`config.mk`:
```
export PLATFORM = sky130hd
export DESIGN_NAME = fifo_wr_packer_flat
export DESIGN_NICKNAME = d
export VERILOG_FILES = /design/src/rtl/fifo_wr_packer_if.sv /design/src/rtl/fifo_wr_packer.sv /design/src/flat_wrapper.sv
export SDC_FILE = /design/constraint.sdc
export NUM_CORES = 1
export LEC_CHECK = 0
export CAP_MARGIN = 20
export CORE_MARGIN = 3
export CORE_UTILIZATION = 45
export CTS_BUF_LIST = sky130_fd_sc_hd__clkbuf_16
export CTS_CLUSTER_DIAMETER = 50
export DETAILED_ROUTE_END_ITERATION = 8
export PLACE_DENSITY = 0.69
export SYNTH_ARGS = -nofsm -noshare
export SYNTH_HDL_FRONTEND = slang
export SYNTH_SLANG_ARGS = --single-unit
```
`constraint.sdc`:
```
create_clock -name clk -period 3.6 [get_ports clk]
set_input_delay 1.08 -clock clk [delete_from_list [all_inputs] [get_ports clk]]
set_output_delay 1.08 -clock clk [all_outputs]
set_load 0.02 [all_outputs]
```
`src/rtl/fifo_wr_packer_if.sv`:
```
// ----------------------------------------------------------------------------
// fifo_wr_packer_if
// Bundles the narrow ingress beat stream and the wide FIFO write port that
// fifo_wr_packer sits between.
//   s_valid/s_ready/s_data/s_last : ingress beat stream (valid/ready)
//   o_wren/o_wrdata               : FIFO write port, one word per o_wren cycle
//   i_full/i_alm_full             : FIFO status flags
// Modports:
//   slave  - the packer's view (consumes beats, drives the FIFO write port)
//   master - the environment's view (beat source plus FIFO)
// ----------------------------------------------------------------------------
interface fifo_wr_packer_if #(
    parameter int IN_W  = 32,
    parameter int OUT_W = 128
);
    logic             s_valid;
    logic             s_ready;
    logic [IN_W-1:0]  s_data;
    logic             s_last;
    logic             o_wren;
    logic [OUT_W-1:0] o_wrdata;
    logic             i_full;
    logic             i_alm_full;

    modport slave (
        input  s_valid, s_data, s_last, i_full, i_alm_full,
        output s_ready, o_wren, o_wrdata
    );

    modport master (
        output s_valid, s_data, s_last, i_full, i_alm_full,
        input  s_ready, o_wren, o_wrdata
    );
endinterface

```
`src/rtl/fifo_wr_packer.sv`:
```
// ----------------------------------------------------------------------------
// fifo_wr_packer
// Packs RATIO = OUT_W/IN_W narrow beats into one FIFO word, lane 0 in the
// LSBs. A packet ending before the word fills is zero-padded and flushed so
// every packet starts on a fresh FIFO word. A single hold register sits in
// front of the FIFO and is refilled in the same cycle it drains, giving one
// beat per cycle of sustained throughput.
// Ports:
//   clk        : clock, all logic on posedge
//   reset      : synchronous, active-high; discards any partial or held word
//   bus        : fifo_wr_packer_if.slave (beat stream + FIFO write port)
//   o_throttle : i_alm_full delayed one cycle, for the upstream source
//   o_busy     : partial word in the accumulator or a word waiting to write
//   o_word_cnt : FIFO words written since reset (wraps)
//   o_pkt_cnt  : packets (s_last beats) accepted since reset (wraps)
// ----------------------------------------------------------------------------
module fifo_wr_packer #(
    parameter int IN_W  = 32,
    parameter int OUT_W = 128,
    parameter int CNT_W = 32
) (
    input  logic                clk,
    input  logic                reset,
    fifo_wr_packer_if.slave     bus,
    output logic                o_throttle,
    output logic                o_busy,
    output logic [CNT_W-1:0]    o_word_cnt,
    output logic [CNT_W-1:0]    o_pkt_cnt
);
    localparam int RATIO  = OUT_W / IN_W;
    localparam int LANE_W = (RATIO > 1) ? $clog2(RATIO) : 1;
    localparam logic [LANE_W-1:0] LAST_LANE = LANE_W'(RATIO - 1);

    if ((OUT_W % IN_W) != 0 || RATIO < 2) begin : g_bad_ratio
        $error("fifo_wr_packer: OUT_W must be a multiple of IN_W with OUT_W/IN_W >= 2");
    end

    logic [OUT_W-1:0]  acc;
    logic [LANE_W-1:0] lane;
    logic [OUT_W-1:0]  hold_data;
    logic              hold_valid;

    logic              acc_fire;
    logic              wr_fire;
    logic              word_done;
    logic [OUT_W-1:0]  word_next;

    // The FIFO's full flag is registered, so gating ready/wren on it
    // combinationally does not close a loop.
    assign wr_fire     = hold_valid && !bus.i_full && !reset;
    assign bus.s_ready = !reset && (!hold_valid || wr_fire);
    assign bus.o_wren  = wr_fire;
    assign bus.o_wrdata = hold_data;

    assign acc_fire  = bus.s_valid && bus.s_ready;
    assign word_done = (lane == LAST_LANE) || bus.s_last;
    assign o_busy    = (lane != '0) || hold_valid;

    // Current beat merged into the accumulator. Lanes above the current one
    // are still zero because acc is cleared whenever a word is handed off.
    always_comb begin
        // NOTE: the full default first keeps every bit assigned on every
        // path, so no latch is inferred for the partially written vector.
        word_next = acc;
        word_next[lane*IN_W +: IN_W] = bus.s_data;
    end

    always_ff @(posedge clk) begin
        // NOTE: non-blocking assignments make every register here sample the
        // pre-edge values, so the order of the statements does not matter.
        if (reset) begin
            acc        <= '0;
            lane       <= '0;
            hold_data  <= '0;
            hold_valid <= 1'b0;
            o_throttle <= 1'b0;
            o_word_cnt <= '0;
            o_pkt_cnt  <= '0;
        end else begin
            o_throttle <= bus.i_alm_full;

            if (acc_fire && word_done) begin
                // Load wins over drain: a simultaneous write leaves the
                // hold register full with the new word.
                hold_data  <= word_next;
                hold_valid <= 1'b1;
                acc        <= '0;
                lane       <= '0;
            end else begin
                if (wr_fire) begin
                    hold_valid <= 1'b0;
                end
                if (acc_fire) begin
                    acc  <= word_next;
                    lane <= lane + 1'b1;
                end
            end

            if (wr_fire) begin
                o_word_cnt <= o_word_cnt + CNT_W'(1);
            end
            if (acc_fire && bus.s_last) begin
                o_pkt_cnt <= o_pkt_cnt + CNT_W'(1);
            end
        end
    end
endmodule

```
`src/flat_wrapper.sv`:
```
// flat-port wrapper written by rule: the top's interface ports become plain ports
module fifo_wr_packer_flat 
#(
    parameter int IN_W  = 32,
    parameter int OUT_W = 128,
    parameter int CNT_W = 32
)
  (clk, reset, o_throttle, o_busy, o_word_cnt, o_pkt_cnt, bus_s_valid, bus_s_data, bus_s_last, bus_i_full, bus_i_alm_full, bus_s_ready, bus_o_wren, bus_o_wrdata);
  fifo_wr_packer_if #(.IN_W(IN_W), .OUT_W(OUT_W)) bus_i ();
  input  logic clk;
  input  logic reset;
  output logic o_throttle;
  output logic o_busy;
  output logic [CNT_W-1:0] o_word_cnt;
  output logic [CNT_W-1:0] o_pkt_cnt;
  input wire logic [$bits(bus_i.s_valid)-1:0] bus_s_valid;
  input wire logic [$bits(bus_i.s_data)-1:0] bus_s_data;
  input wire logic [$bits(bus_i.s_last)-1:0] bus_s_last;
  input wire logic [$bits(bus_i.i_full)-1:0] bus_i_full;
  input wire logic [$bits(bus_i.i_alm_full)-1:0] bus_i_alm_full;
  output wire logic [$bits(bus_i.s_ready)-1:0] bus_s_ready;
  output wire logic [$bits(bus_i.o_wren)-1:0] bus_o_wren;
  output wire logic [$bits(bus_i.o_wrdata)-1:0] bus_o_wrdata;
  assign bus_i.s_valid = bus_s_valid;
  assign bus_i.s_data = bus_s_data;
  assign bus_i.s_last = bus_s_last;
  assign bus_i.i_full = bus_i_full;
  assign bus_i.i_alm_full = bus_i_alm_full;
  assign bus_s_ready = bus_i.s_ready;
  assign bus_o_wren = bus_i.o_wren;
  assign bus_o_wrdata = bus_i.o_wrdata;
  fifo_wr_packer #(.IN_W(IN_W), .OUT_W(OUT_W), .CNT_W(CNT_W)) u_core (.clk(clk), .reset(reset), .bus(bus_i), .o_throttle(o_throttle), .o_busy(o_busy), .o_word_cnt(o_word_cnt), .o_pkt_cnt(o_pkt_cnt));
endmodule
```
==> impl_table.tex, run 1 <==
\begin{tabular}{lr}
\hline
Metric & Value \\
\hline
\multicolumn{2}{l}{\textbf{Outcome}} \\
\quad Run status & finished, final reports clean \\
\multicolumn{2}{l}{\textbf{Setup path}} \\
\quad Data arrival at the endpoint of the critical path & 2.36 ns \\
\quad Launch point of the worst path & bus\_i\_full \\
\quad CP Launch Type & input port \\
\quad Cell chain of the critical path & clkdlybuf4s50\_1 -> or3b\_4 -> inv\_1 -> dlygate4sd2\_1 \\
\quad Peak fanout along the critical path & 2 \\
\quad Type of element capturing the critical path & output port \\
\quad Bufs and invs on worst path & 3 \\
\quad Worst path required time & 2.52 ns \\
\quad Delay of the slowest cell on the worst path & 0.42 ns \\
\quad Cell family with most CP delay & buffers and inverters \\
\quad Critical Path Slowest Stage Cell & sky130\_fd\_sc\_hd\_\_clkdlybuf4s50\_1 \\
\quad Setup CP Type & input port to output port \\
\quad Reg2Reg Launch Point & u\_core.lane[0] \\
\multicolumn{2}{l}{\textbf{Yosys}} \\
\quad Yosys Warn Count & 0 \\
\quad Number of distinct standard cells referenced by the synthesized netlist & 42 \\
\quad Syn\_area\_per\_cell & roughly 9.0 um\^{}2 \\
\quad Leading area contributor after synthesis & sky130\_fd\_sc\_hd\_\_dfxtp\_1 \\
\quad Most used standard cells in the synthesized netlist & 324 x sky130\_fd\_sc\_hd\_\_dfxtp\_1, 278 x sky130\_fd\_sc\_hd\_\_nor2\_1, 127 x sky130\_fd\_sc\_hd\_\_a22oi\_1, 120 x sky130\_fd\_sc\_hd\_\_clkbuf\_1, 94 x sky130\_fd\_sc\_hd\_\_a211oi\_1 \\
\quad Net count after synthesis & roughly 1500 \\
\quad Register area share after synthesis & around 50\% \\
\quad Netlist area before placement & between 10000 and 15000 um\^{}2 \\
\quad Flip-flop and latch count after synthesis & 324 \\
\quad Gate count after technology mapping & between 1000 and 1500 \\
\quad Yosys top cell area share & 50.88\% \\
\quad EDFF count, synth & 0 \\
\quad Synth top area cells & sky130\_fd\_sc\_hd\_\_dfxtp\_1 51\%, sky130\_fd\_sc\_hd\_\_nor2\_1 8.2\%, sky130\_fd\_sc\_hd\_\_a22oi\_1 7.5\% \\
\quad Async S/R FF share, synth & 0\% \\
\quad Post-synth top flop & sky130\_fd\_sc\_hd\_\_dfxtp\_1 \\
\quad Cell with the most instances after synthesis & sky130\_fd\_sc\_hd\_\_dfxtp\_1 \\
\multicolumn{2}{l}{\textbf{Floorplan}} \\
\quad Chip height & 174.3 um \\
\quad Total I/O pin count & 234 \\
\quad Core outline area & roughly 27000 um\^{}2 \\
\quad Initial core utilization & 46.53\% \\
\quad DIE AREA & a little over 30000 um\^{}2 \\
\quad Die Wd & $\sim$170 um \\
\quad Standard-cell row count & 60 \\
\multicolumn{2}{l}{\textbf{Global routing}} \\
\quad Maximum number of pins on one net before global-route repair & between 150 and 200 \\
\quad Via count of the first global-routing pass & 11000 \\
\quad First-pass GRT wire length & 60.28 mm \\
\quad Initial antenna violation count & 0 \\
\quad Overall track demand over capacity in global routing & 23.89\% \\
\quad GR Overflow Total & 0 \\
\multicolumn{2}{l}{\textbf{Timing}} \\
\quad Slew margin rel. & 24.31\% \\
\quad Fin. Hold Viols & 0 \\
\quad Worst hold slack & 0.4821 ns \\
\quad Unrepaired setup endpoints after global routing & false \\
\quad Time the worst path needs with I/O delays and setup & about 3.4 ns \\
\quad Setup skew after layout & 0.02282 ns \\
\quad Number of endpoints failing setup at the final stage & 0 \\
\quad Actual transition at the worst max-transition pin & 1.134 ns \\
\quad Fmax & 290.5 MHz \\
\quad Final TNS setup & 0 ns \\
\quad Final number of max-transition violations & 0 \\
\quad Share of the cycle needed by the critical path after routing & around 96\% \\
\multicolumn{2}{l}{\textbf{Route}} \\
\quad DRC violation total after the first TritonRoute iteration & 1103 \\
\quad First-pass DRT Iterations & 6 \\
\quad ANT nets after route & 0 \\
\quad Routed wire length & 38.14 mm \\
\quad Post-detailed-route DRC marker count & 0 \\
\quad Via density per instance & around 6.0 \\
\quad Total via count in the routed design & approximately 12000 \\
\quad Wire length per cell & 19.05 um \\
\multicolumn{2}{l}{\textbf{Power and ir drop}} \\
\quad Static leakage power & 5.605 nW \\
\quad Areal power density over the cells & 511.0 nW/um\^{}2 \\
\quad IR drop worst, VDD & 331.2 uV \\
\quad Total power & 8.608 mW \\
\multicolumn{2}{l}{\textbf{Final layout}} \\
\quad Area delta synth->final & 32.13\% \\
\quad Antenna cell count & 0 \\
\quad Nets & 1648 \\
\quad Number of fill cells in the layout & 2331 \\
\quad Proportion of layout cells with a drive suffix above 1 & between 6 and 7\% \\
\multicolumn{2}{l}{\textbf{Clocking}} \\
\quad CTS H-Tree Depth & 2 \\
\quad Worst-Skew Late Latency & 0.52 ns \\
\quad TritonCTS Buffers & 39 \\
\quad Maximum root-to-sink buffer count & 3 \\
\quad Clk sink count & approximately 320 \\
\quad Clock-pin slew of the registers on the worst-case setup and hold paths & approximately 0.05 ns \\
\quad Clock tree from TritonCTS & done \\
\quad Number of hold buffers added after cts & 0 \\
\quad Buffer cell driving the clock tree root & sky130\_fd\_sc\_hd\_\_clkbuf\_16 \\
\multicolumn{2}{l}{\textbf{Placed design}} \\
\quad Port Buffer Count & 233 \\
\quad Final Wtd Congestion & 0.8289 \\
\quad DPL Wire Length & 24.51 mm \\
\multicolumn{2}{l}{\textbf{Min path}} \\
\quad HP Class & register to register \\
\quad Hold path startpoint & u\_core.o\_pkt\_cnt[31] \\
\multicolumn{2}{l}{\textbf{Job}} \\
\quad Max-capacitance violation count & 0 \\
\hline
\end{tabular}
[path summary, 6_finish.rpt]
kind / end / slack, ns / cells past startpoint
hold reg to reg: u_core.o_pkt_cnt[31] / 0.48 / 2
setup reg to reg: u_core.acc[38] / 0.87 / 6
setup / recovery: bus_o_wren / 0.16 / 4
hold / removal: u_core.o_pkt_cnt[31] / 0.48 / 2
[per-stage QoR]
stage	cells	cell area, um^2	setup WS [ns]	utilization, %
after detailed placement	1932	15510	-0.1176	56.62
after global routing	2002	16840	0.06359	61.47
after CTS	2001	16820	0.1543	61.37
final	2002	16840	0.1577	61.47
after global placement	1932	15510	-0.08753	56.62
after floorplan	1424	12750	0.7399	-
[metal layers]
metal  vias to the layer above  part of all wire (%)  GRT usage (%)
met4                         0                   2.3          6.501
met3                        58                   7.5          5.483
met2                       416                    47          39.12
met5                         -                     0              0
li1                       5723                     -              -
met1                      5759                    43          31.82
[tightest hold or removal path, delay by kind of cell (launching register included)]
| kind | cells | cell delay [ns] |
|---|---|---|
| flops | 1 | 0.32 |
| compound gates | 2 | 0.11 |
[area by class of cell]
type                       count  area, um^2  share of cell area (%)
clock buffer                  41        1026                   6.091
clock inverter                28       280.3                   1.664
inverter                      15       56.30                  0.3342
multi-input combinational    955        5774                   34.28
sequential                   324        6486                   38.51
tap                          372       465.4                   2.763
timing repair buffer         267        2756                   16.36
[sequential cells by signal, indices dropped and copies added, names as in the netlist]
| name | flops |
|---|---|
| u_core.acc | 128 |
| u_core.bus.o_wrdata | 128 |
| u_core.o_pkt_cnt | 32 |
| u_core.o_word_cnt | 32 |
| u_core.lane | 2 |
| u_core.hold_valid | 1 |
| u_core.o_throttle | 1 |
[cells by family after synthesis]
family	share of synthesized area, %
buffers and inverters	4.328
xor gates and xnor gates	1.099
AOI/OAI and AO/OA	23.20
adders and majority gates	0.7852
muxes	0.07852
and+or+nand+nor	19.63
DFF	50.88
[timing repair]
item	4_1_cts	5_1_grt
resized for setup	2	0
setup endpoints to repair	2	0
buffers inserted	0	0
[power by group]
part / switching (mW) / total (mW) / leakage (nW) / internal, mW
clock: 1.52 / 3.95 / 0.641 / 2.43
sequential: 0.0752 / 3.79 / 2.63 / 3.71
combinational: 0.527 / 0.868 / 2.33 / 0.341
[cell usage in the layout, fill, tap and decap left out, types with 18 or more instances in the layout]
cell type                         Yosys  routed
sky130_fd_sc_hd__a211oi_1            94      94
sky130_fd_sc_hd__a21oi_1             47      47
sky130_fd_sc_hd__a221oi_1            81      81
sky130_fd_sc_hd__a22oi_1            127     127
sky130_fd_sc_hd__buf_4                0      21
sky130_fd_sc_hd__clkbuf_16            0      41
sky130_fd_sc_hd__clkdlybuf4s50_1      0     230
sky130_fd_sc_hd__dfxtp_1            324     324
sky130_fd_sc_hd__nand2_1             25      24
sky130_fd_sc_hd__nand3_1             26      24
sky130_fd_sc_hd__nand4_1             27      27
sky130_fd_sc_hd__nor2_1             278     275
sky130_fd_sc_hd__nor3_1              83      83
sky130_fd_sc_hd__o31ai_1             27      27
sky130_fd_sc_hd__or3_1               18      18
sky130_fd_sc_hd__or4_1               31      31
Power figures use the tool's default switching activity.
==> inputs of run 2 (changes only) <==
--- a/config.mk
+++ b/config.mk
@@ -8,9 +8,10 @@
 export CAP_MARGIN = 20
 export CORE_MARGIN = 3
 export CORE_UTILIZATION = 45
-export CTS_BUF_LIST = sky130_fd_sc_hd__clkbuf_16
+export CTS_BUF_LIST = sky130_fd_sc_hd__clkbuf_8
 export CTS_CLUSTER_DIAMETER = 50
 export DETAILED_ROUTE_END_ITERATION = 8
+export GPL_ROUTABILITY_DRIVEN = 0
 export PLACE_DENSITY = 0.69
 export SYNTH_ARGS = -nofsm -noshare
 export SYNTH_HDL_FRONTEND = slang
==> impl_table.tex, run 2 (same netlist as run 1, synthesis figures left out) <==
\begin{tabular}{lr}
\hline
Metric & Value \\
\hline
\multicolumn{2}{l}{\textbf{Outcome}} \\
\quad Run status & finished, final reports clean \\
\multicolumn{2}{l}{\textbf{Setup path}} \\
\quad CP Launch Type & input port \\
\quad Data arrival at the endpoint of the critical path & 2.35 ns (about the same) \\
\quad Worst path required time & 2.52 ns (about the same) \\
\quad Type of element capturing the critical path & output port \\
\quad Peak fanout along the critical path & 2 (unchanged) \\
\quad Setup CP Type & input port to output port \\
\multicolumn{2}{l}{\textbf{Global routing}} \\
\quad Via count of the first global-routing pass & 11070 (+0.56\%) \\
\quad First-pass GRT wire length & 60.20 mm (-0.13\%) \\
\quad Maximum number of pins on one net before global-route repair & 193 (unchanged) \\
\quad Initial antenna violation count & 0 (unchanged) \\
\quad Overall track demand over capacity in global routing & 23.89\% (about the same) \\
\quad GR Overflow Total & 0 (unchanged) \\
\multicolumn{2}{l}{\textbf{Final layout}} \\
\quad Most common cell after layout, fill and taps aside & sky130\_fd\_sc\_hd\_\_dfxtp\_1 \\
\quad Proportion of layout cells with a drive suffix above 1 & 7.766\% (+1.1 points) \\
\quad Antenna cell count & 0 (unchanged) \\
\quad Area delta synth->final & 31.08\% \\
\quad Highest-count cells in the layout ignoring fill and taps & 323 x sky130\_fd\_sc\_hd\_\_dfxtp\_1, 275 x sky130\_fd\_sc\_hd\_\_nor2\_1, 230 x sky130\_fd\_sc\_hd\_\_clkdlybuf4s50\_1 \\
\quad Nets & 1664 (+0.97\%) \\
\quad Cell area after layout & 16710 um\^{}2 (-0.79\%) \\
\multicolumn{2}{l}{\textbf{Placed design}} \\
\quad Placement Cell Area & 15510 um\^{}2 (unchanged) \\
\quad Port Buffer Count & 233 (unchanged) \\
\quad DPL Wire Length & 24.51 mm (unchanged) \\
\multicolumn{2}{l}{\textbf{Clocking}} \\
\quad Clk sink count & 324 (unchanged) \\
\quad Clock-pin slew of the registers on the worst-case setup and hold paths & 0.06 ns (about the same) \\
\quad Buffer cell driving the clock tree root & sky130\_fd\_sc\_hd\_\_clkbuf\_8 \\
\quad TritonCTS Buffers & 55 (+41\%) \\
\quad Maximum root-to-sink buffer count & 3 (unchanged) \\
\quad Worst-Skew Late Latency & 0.58 ns (+0.06 ns) \\
\quad CTS H-Tree Depth & 2 (unchanged) \\
\quad Number of setup buffers added after CTS & 0 (unchanged) \\
\quad Number of hold buffers added after cts & 0 (unchanged) \\
\quad Clock tree from TritonCTS & done \\
\multicolumn{2}{l}{\textbf{Timing}} \\
\quad Final TNS setup & 0 ns (unchanged) \\
\quad Slew margin rel. & 25.61\% (+1.3 points) \\
\quad Fmax & 291.3 MHz (+0.27\%) \\
\quad Share of the cycle needed by the critical path after routing & 95.36\% (-0.26 points) \\
\quad Time the worst path needs with I/O delays and setup & 3.433 ns (-0.009419 ns) \\
\quad Setup skew after layout & 0.02473 ns (+0.001910 ns) \\
\quad Fin. Hold Viols & 0 (unchanged) \\
\quad Number of endpoints failing setup at the final stage & 0 (unchanged) \\
\quad Actual transition at the worst max-transition pin & 1.115 ns (-0.01947 ns) \\
\quad Final number of max-transition violations & 0 (unchanged) \\
\quad Unrepaired setup endpoints after global routing & false \\
\multicolumn{2}{l}{\textbf{Power and ir drop}} \\
\quad Static leakage power & 5.647 nW (+0.75\%) \\
\quad Share of power burned in registers & 47.1\% (+3.1 points) \\
\quad IR drop worst, VDD & 387.4 uV (+17\%) \\
\quad Portion of total power attributed to the clock network & 42.1\% (-3.8 points) \\
\quad Cell-internal power & 5.990 mW (-7.6\%) \\
\quad Part of the total power dissipated in combinational logic & 10.8\% (+0.7 points) \\
\quad Switching Power & 2.054 mW (-3.4\%) \\
\quad Areal power density over the cells & 481.4 nW/um\^{}2 (-5.8\%) \\
\quad Sw Share & 25.54\% (+0.84 points) \\
\multicolumn{2}{l}{\textbf{Floorplan}} \\
\quad DIE AREA & 30390 um\^{}2 (unchanged) \\
\quad Die Wd & 174.3 um (unchanged) \\
\quad Standard-cell row count & 60 (unchanged) \\
\quad Initial core utilization & 46.53\% (unchanged) \\
\quad Chip height & 174.3 um (unchanged) \\
\quad Total I/O pin count & 234 (unchanged) \\
\quad Core outline area & 27400 um\^{}2 (unchanged) \\
\multicolumn{2}{l}{\textbf{Route}} \\
\quad DRC violation total after the first TritonRoute iteration & 1087 (-1.5\%) \\
\quad First-pass DRT Iterations & 6 (unchanged) \\
\quad Via density per instance & 5.882 (-1.5\%) \\
\quad Post-detailed-route DRC marker count & 0 (unchanged) \\
\quad Routed wire length & 38.14 mm (about the same) \\
\quad ANT nets after route & 0 (unchanged) \\
\quad Wire length per cell & 18.76 um (-1.5\%) \\
\quad Total via count in the routed design & 11960 (+0.025\%) \\
\multicolumn{2}{l}{\textbf{Min path}} \\
\quad HP Class & register to register \\
\multicolumn{2}{l}{\textbf{Job}} \\
\quad Max-capacitance violation count & 0 (unchanged) \\
\hline
\end{tabular}
-- run 2: cell types whose count changed in the layout (fill, tap and decap cells not counted), moves of 2 or more --
cell	delta
sky130_fd_sc_hd__bufinv_16	-4
sky130_fd_sc_hd__clkbuf_16	-41
sky130_fd_sc_hd__clkbuf_8	+76
sky130_fd_sc_hd__clkinv_1	-6
sky130_fd_sc_hd__clkinv_2	-5
sky130_fd_sc_hd__clkinvlp_4	-5
sky130_fd_sc_hd__inv_1	+18
sky130_fd_sc_hd__inv_6	-2
-- run 2: worst max-delay path, cell delays in order --
cell and delay [ns]:
sky130_fd_sc_hd__clkdlybuf4s50_1 0.42, sky130_fd_sc_hd__or3b_4 0.39, sky130_fd_sc_hd__inv_1 0.10, sky130_fd_sc_hd__dlygate4sd2_1 0.36
-- run 2: layout make-up --
| class | count | area, um^2 |
|---|---|---|
| Multi-Input combinational cell | 955 | 5774 |
| Clock inverter | 24 | 125.1 |
| Tap cell | 372 | 465.4 |
| Timing Repair Buffer | 267 | 2756 |
| Fill cell | 2400 | 10690 |
| Clock buffer | 76 | 1046 |
| Sequential cell | 324 | 6487 |
| Inverter | 15 | 56.30 |
-- run 2: per-layer routing --
| layer | vias up | GRT usage (%) | wire length (um) |
|---|---|---|---|
| met4 | 0 | 6.937 | 826 |
| li1 | 5744 | - | - |
| met5 | - | 0 | 0 |
| met1 | 5700 | 31.50 | 16060 |
| met2 | 455 | 39.10 | 17940 |
| met3 | 60 | 5.745 | 3309 |
-- run 2: worst paths after layout --
kind | slack (ns) | startpoint | cells after the start | end
setup reg to reg | 1.02 | u_core.lane[0] | 6 | u_core.acc[40]
hold / removal | 0.48 | u_core.o_pkt_cnt[31] | 2 | u_core.o_pkt_cnt[31]
setup / recovery | 0.17 | bus_i_full | 4 | bus_o_wren
hold reg to reg | 0.48 | u_core.o_pkt_cnt[31] | 2 | u_core.o_pkt_cnt[31]
-- run 2: stage by stage --
step	worst slack (ns)	std cells	hold slack, ns	utilization (%)	power [mW]
2_1_floorplan	0.7399	1424	0.4537	-	4.322
3_3_place_gp	-0.08753	1932	0.4659	56.62	4.716
3_5_place_dp	-0.1176	1932	0.4709	56.62	4.727
4_1_cts	0.07478	2032	0.4816	60.88	8.117
5_1_grt	0.1336	2033	0.5109	60.99	8.376
6_report	0.1671	2033	0.4826	60.99	8.045
-- run 2: timing repair --
action,CTS,global route
pin swaps,0,0
hold endpoints to repair,0,0
gates resized for setup,2,1
setup endpoints to repair,2,1
-- run 2: power by group through the flow --
stage	clock [mW]	combinational [mW]	sequential [mW]
6_report	3.39	0.868	3.79
5_1_grt	3.64	0.935	3.80
4_1_cts	3.46	0.867	3.79
3_5_place_dp	0	0.864	3.86
3_3_place_gp	0	0.856	3.86
2_1_floorplan	0	0.384	3.94
==> inputs of run 3 (changes only) <==
--- a/config.mk
+++ b/config.mk
@@ -6,12 +6,14 @@
 export NUM_CORES = 1
 export LEC_CHECK = 0
 export CAP_MARGIN = 20
+export CORE_ASPECT_RATIO = 0.9
 export CORE_MARGIN = 3
 export CORE_UTILIZATION = 45
 export CTS_BUF_LIST = sky130_fd_sc_hd__clkbuf_8
 export CTS_CLUSTER_DIAMETER = 50
 export DETAILED_ROUTE_END_ITERATION = 8
 export GPL_ROUTABILITY_DRIVEN = 0
+export GPL_TIMING_DRIVEN = 0
 export PLACE_DENSITY = 0.69
 export SYNTH_ARGS = -nofsm -noshare
 export SYNTH_HDL_FRONTEND = slang
==> impl_table.tex, run 3 (same netlist as run 1, synthesis figures left out) <==
\begin{tabular}{lr}
\hline
Metric & Value \\
\hline
\multicolumn{2}{l}{\textbf{Outcome}} \\
\quad Run status & finished, final reports clean \\
\multicolumn{2}{l}{\textbf{Clocking}} \\
\quad Buffer cell driving the clock tree root & sky130\_fd\_sc\_hd\_\_clkbuf\_8 \\
\quad Worst-Skew Late Latency & 0.60 ns (+0.02 ns) \\
\quad Clock tree from TritonCTS & done \\
\quad Number of hold buffers added after cts & 0 (unchanged) \\
\quad CTS H-Tree Depth & 2 (unchanged) \\
\quad Clock-pin slew of the registers on the worst-case setup and hold paths & 0.06 ns (about the same) \\
\quad Clk sink count & 324 (unchanged) \\
\quad TritonCTS Buffers & 52 (-5.5\%) \\
\quad Maximum root-to-sink buffer count & 3 (unchanged) \\
\multicolumn{2}{l}{\textbf{Setup path}} \\
\quad Delay of the slowest cell on the worst path & 0.63 ns (+0.21 ns) \\
\quad Data arrival at the endpoint of the critical path & 2.31 ns (-0.04 ns) \\
\quad Cell family with most CP delay & buffers and inverters \\
\quad Type of element capturing the critical path & output port \\
\quad Peak fanout along the critical path & 10 (+8) \\
\quad Critical Path Slowest Stage Cell & sky130\_fd\_sc\_hd\_\_clkdlybuf4s50\_1 \\
\quad CP Launch Type & register \\
\quad Cell chain of the critical path & inv\_1 -> ha\_1 -> nand2b\_1 -> clkdlybuf4s50\_1 \\
\quad Worst path required time & 2.52 ns (about the same) \\
\quad Bufs and invs on worst path & 2 (-1) \\
\quad Setup CP Type & register to output port \\
\multicolumn{2}{l}{\textbf{Floorplan}} \\
\quad Total I/O pin count & 234 (unchanged) \\
\quad Core outline area & 27460 um\^{}2 (+0.21\%) \\
\quad Die Wd & 183.4 um (+5.2\%) \\
\quad Chip height & 165.7 um (-5.0\%) \\
\quad Initial core utilization & 46.43\% (-0.095 points) \\
\quad Standard-cell row count & 57 (-5.0\%) \\
\quad DIE AREA & 30390 um\^{}2 (about the same) \\
\multicolumn{2}{l}{\textbf{Route}} \\
\quad Total via count in the routed design & 12800 (+7.0\%) \\
\quad Wire length per cell & 21.08 um (+12\%) \\
\quad DRC violation total after the first TritonRoute iteration & 1346 (+24\%) \\
\quad First-pass DRT Iterations & 5 (-1) \\
\quad Routed wire length & 44.22 mm (+16\%) \\
\quad ANT nets after route & 0 (unchanged) \\
\quad Via density per instance & 6.099 (+3.7\%) \\
\quad Post-detailed-route DRC marker count & 0 (unchanged) \\
\multicolumn{2}{l}{\textbf{Final layout}} \\
\quad Final Non-Filler Cells & 2098 (+3.2\%) \\
\quad Highest-count cells in the layout ignoring fill and taps & 324 x sky130\_fd\_sc\_hd\_\_dfxtp\_1, 278 x sky130\_fd\_sc\_hd\_\_nor2\_1, 229 x sky130\_fd\_sc\_hd\_\_clkdlybuf4s50\_1 \\
\quad Area delta synth->final & 28.95\% \\
\quad Antenna cell count & 0 (unchanged) \\
\quad Proportion of layout cells with a drive suffix above 1 & 4.186\% (-3.6 points) \\
\quad Nets & 1758 (+5.6\%) \\
\quad Fraction of the core area covered by cells at the end of the flow & 59.87\% (-1.1 points) \\
\quad Most common cell after layout, fill and taps aside & sky130\_fd\_sc\_hd\_\_dfxtp\_1 \\
\multicolumn{2}{l}{\textbf{Timing}} \\
\quad Unrepaired setup endpoints after global routing & false \\
\quad Setup skew after layout & 0.03754 ns (+0.01281 ns) \\
\quad Slew margin rel. & 30.45\% (+4.8 points) \\
\quad Share of the cycle needed by the critical path after routing & 94.03\% (-1.3 points) \\
\quad Final number of max-transition violations & 0 (unchanged) \\
\quad Fin. Hold Viols & 0 (unchanged) \\
\quad Fmax & 295.4 MHz (+1.4\%) \\
\quad Number of endpoints failing setup at the final stage & 0 (unchanged) \\
\quad Actual transition at the worst max-transition pin & 1.039 ns (-0.07519 ns) \\
\quad Time the worst path needs with I/O delays and setup & 3.385 ns (-0.04785 ns) \\
\multicolumn{2}{l}{\textbf{Global routing}} \\
\quad Via count of the first global-routing pass & 12040 (+8.8\%) \\
\quad Met2 track utilization from global routing & 41.05\% (+1.9 points) \\
\quad Initial antenna violation count & 0 (unchanged) \\
\quad GR met3 Demand/Resource & 7.829\% (+2.1 points) \\
\quad Overall track demand over capacity in global routing & 27.80\% (+3.9 points) \\
\quad M1 GR Usage & 39.30\% (+7.8 points) \\
\quad Layer with the highest usage after global routing & met2 \\
\quad First-pass GRT wire length & 67.98 mm (+13\%) \\
\quad Maximum number of pins on one net before global-route repair & 14 (-93\%) \\
\quad GR Overflow Total & 0 (unchanged) \\
\multicolumn{2}{l}{\textbf{Power and ir drop}} \\
\quad Areal power density over the cells & 458.0 nW/um\^{}2 (-4.9\%) \\
\quad IR drop worst, VDD & 208.7 uV (-46\%) \\
\quad Static leakage power & 5.458 nW (-3.4\%) \\
\multicolumn{2}{l}{\textbf{Job}} \\
\quad Max-capacitance violation count & 0 (unchanged) \\
\multicolumn{2}{l}{\textbf{Placed design}} \\
\quad Port Buffer Count & 233 (unchanged) \\
\quad Total instance count after detailed placement & 2011 (+4.1\%) \\
\quad DPL Wire Length & 31.16 mm (+27\%) \\
\multicolumn{2}{l}{\textbf{Min path}} \\
\quad HP Class & register to register \\
\hline
\end{tabular}
-- run 3: changes by cell type in the layout (fill, tap and decap cells not counted), moves of 8 or more --
cell and delta:
sky130_fd_sc_hd__clkbuf_1 +120, sky130_fd_sc_hd__buf_4 -20, sky130_fd_sc_hd__clkbuf_8 -20, sky130_fd_sc_hd__buf_12 -12, sky130_fd_sc_hd__buf_1 +8
-- run 3: tightest hold or removal path: stages, from the launching register on --
cell and delay [ns]:
sky130_fd_sc_hd__dfxtp_1 0.32, sky130_fd_sc_hd__o31ai_1 0.07, sky130_fd_sc_hd__a21oi_1 0.05
-- run 3: routing by layer --
metal	vias up	wire length, um
li1	5923	-
met1	6104	19550
met2	650	18930
met3	119	4356
met4	0	1386
met5	-	0
-- run 3: layout make-up --
| type | instances | area, um^2 |
|---|---|---|
| well taps | 354 | 442.9 |
| fillers | 2443 | 11020 |
| inverters | 15 | 57.56 |
| repair buffers | 234 | 2347 |
| plain buffers | 130 | 499.2 |
| flip-flops and latches | 324 | 6486 |
| multi-input cells | 955 | 5710 |
| clock buffers | 56 | 770.7 |
| clock inverters | 30 | 125.1 |
-- run 3: through the flow --
step | setup WS [ns] | TNS, ns | cell area [um^2] | hold slack [ns] | total power [mW]
2_1_floorplan | 0.7399 | 0 | 12750 | 0.4537 | 4.322
3_3_place_gp | -0.6228 | -30.45 | 15520 | 0.4675 | 4.728
3_5_place_dp | -0.6141 | -38.12 | 15520 | 0.4795 | 4.739
4_1_cts | 0.03673 | 0 | 16430 | 0.4875 | 7.527
5_1_grt | 0.1145 | 0 | 16440 | 0.5150 | 7.799
6_report | 0.2149 | 0 | 16440 | 0.4855 | 7.530
-- run 3: path summary, 6_finish.rpt --
check                             from              endpoint  slack [ns]  depth (start not counted)
setup / recovery        u_core.lane[0]                o_busy        0.21                          4
hold / removal    u_core.o_pkt_cnt[31]  u_core.o_pkt_cnt[31]        0.49                          2
setup reg to reg        u_core.lane[0]        u_core.acc[16]        0.38                          9
hold reg to reg   u_core.o_pkt_cnt[31]  u_core.o_pkt_cnt[31]        0.49                          2
-- run 3: report_power, final --
| part | switching, mW | internal (mW) |
|---|---|---|
| Combinational | 0.570 | 0.324 |
| Clock | 1.43 | 1.42 |
| Sequential | 0.0796 | 3.71 |
-- run 3: timing repair --
item / CTS / global route
pin swaps: 1 / 0
buffers inserted: 1 / 0
setup endpoints to repair: 2 / 2
gates resized for setup: 9 / 3
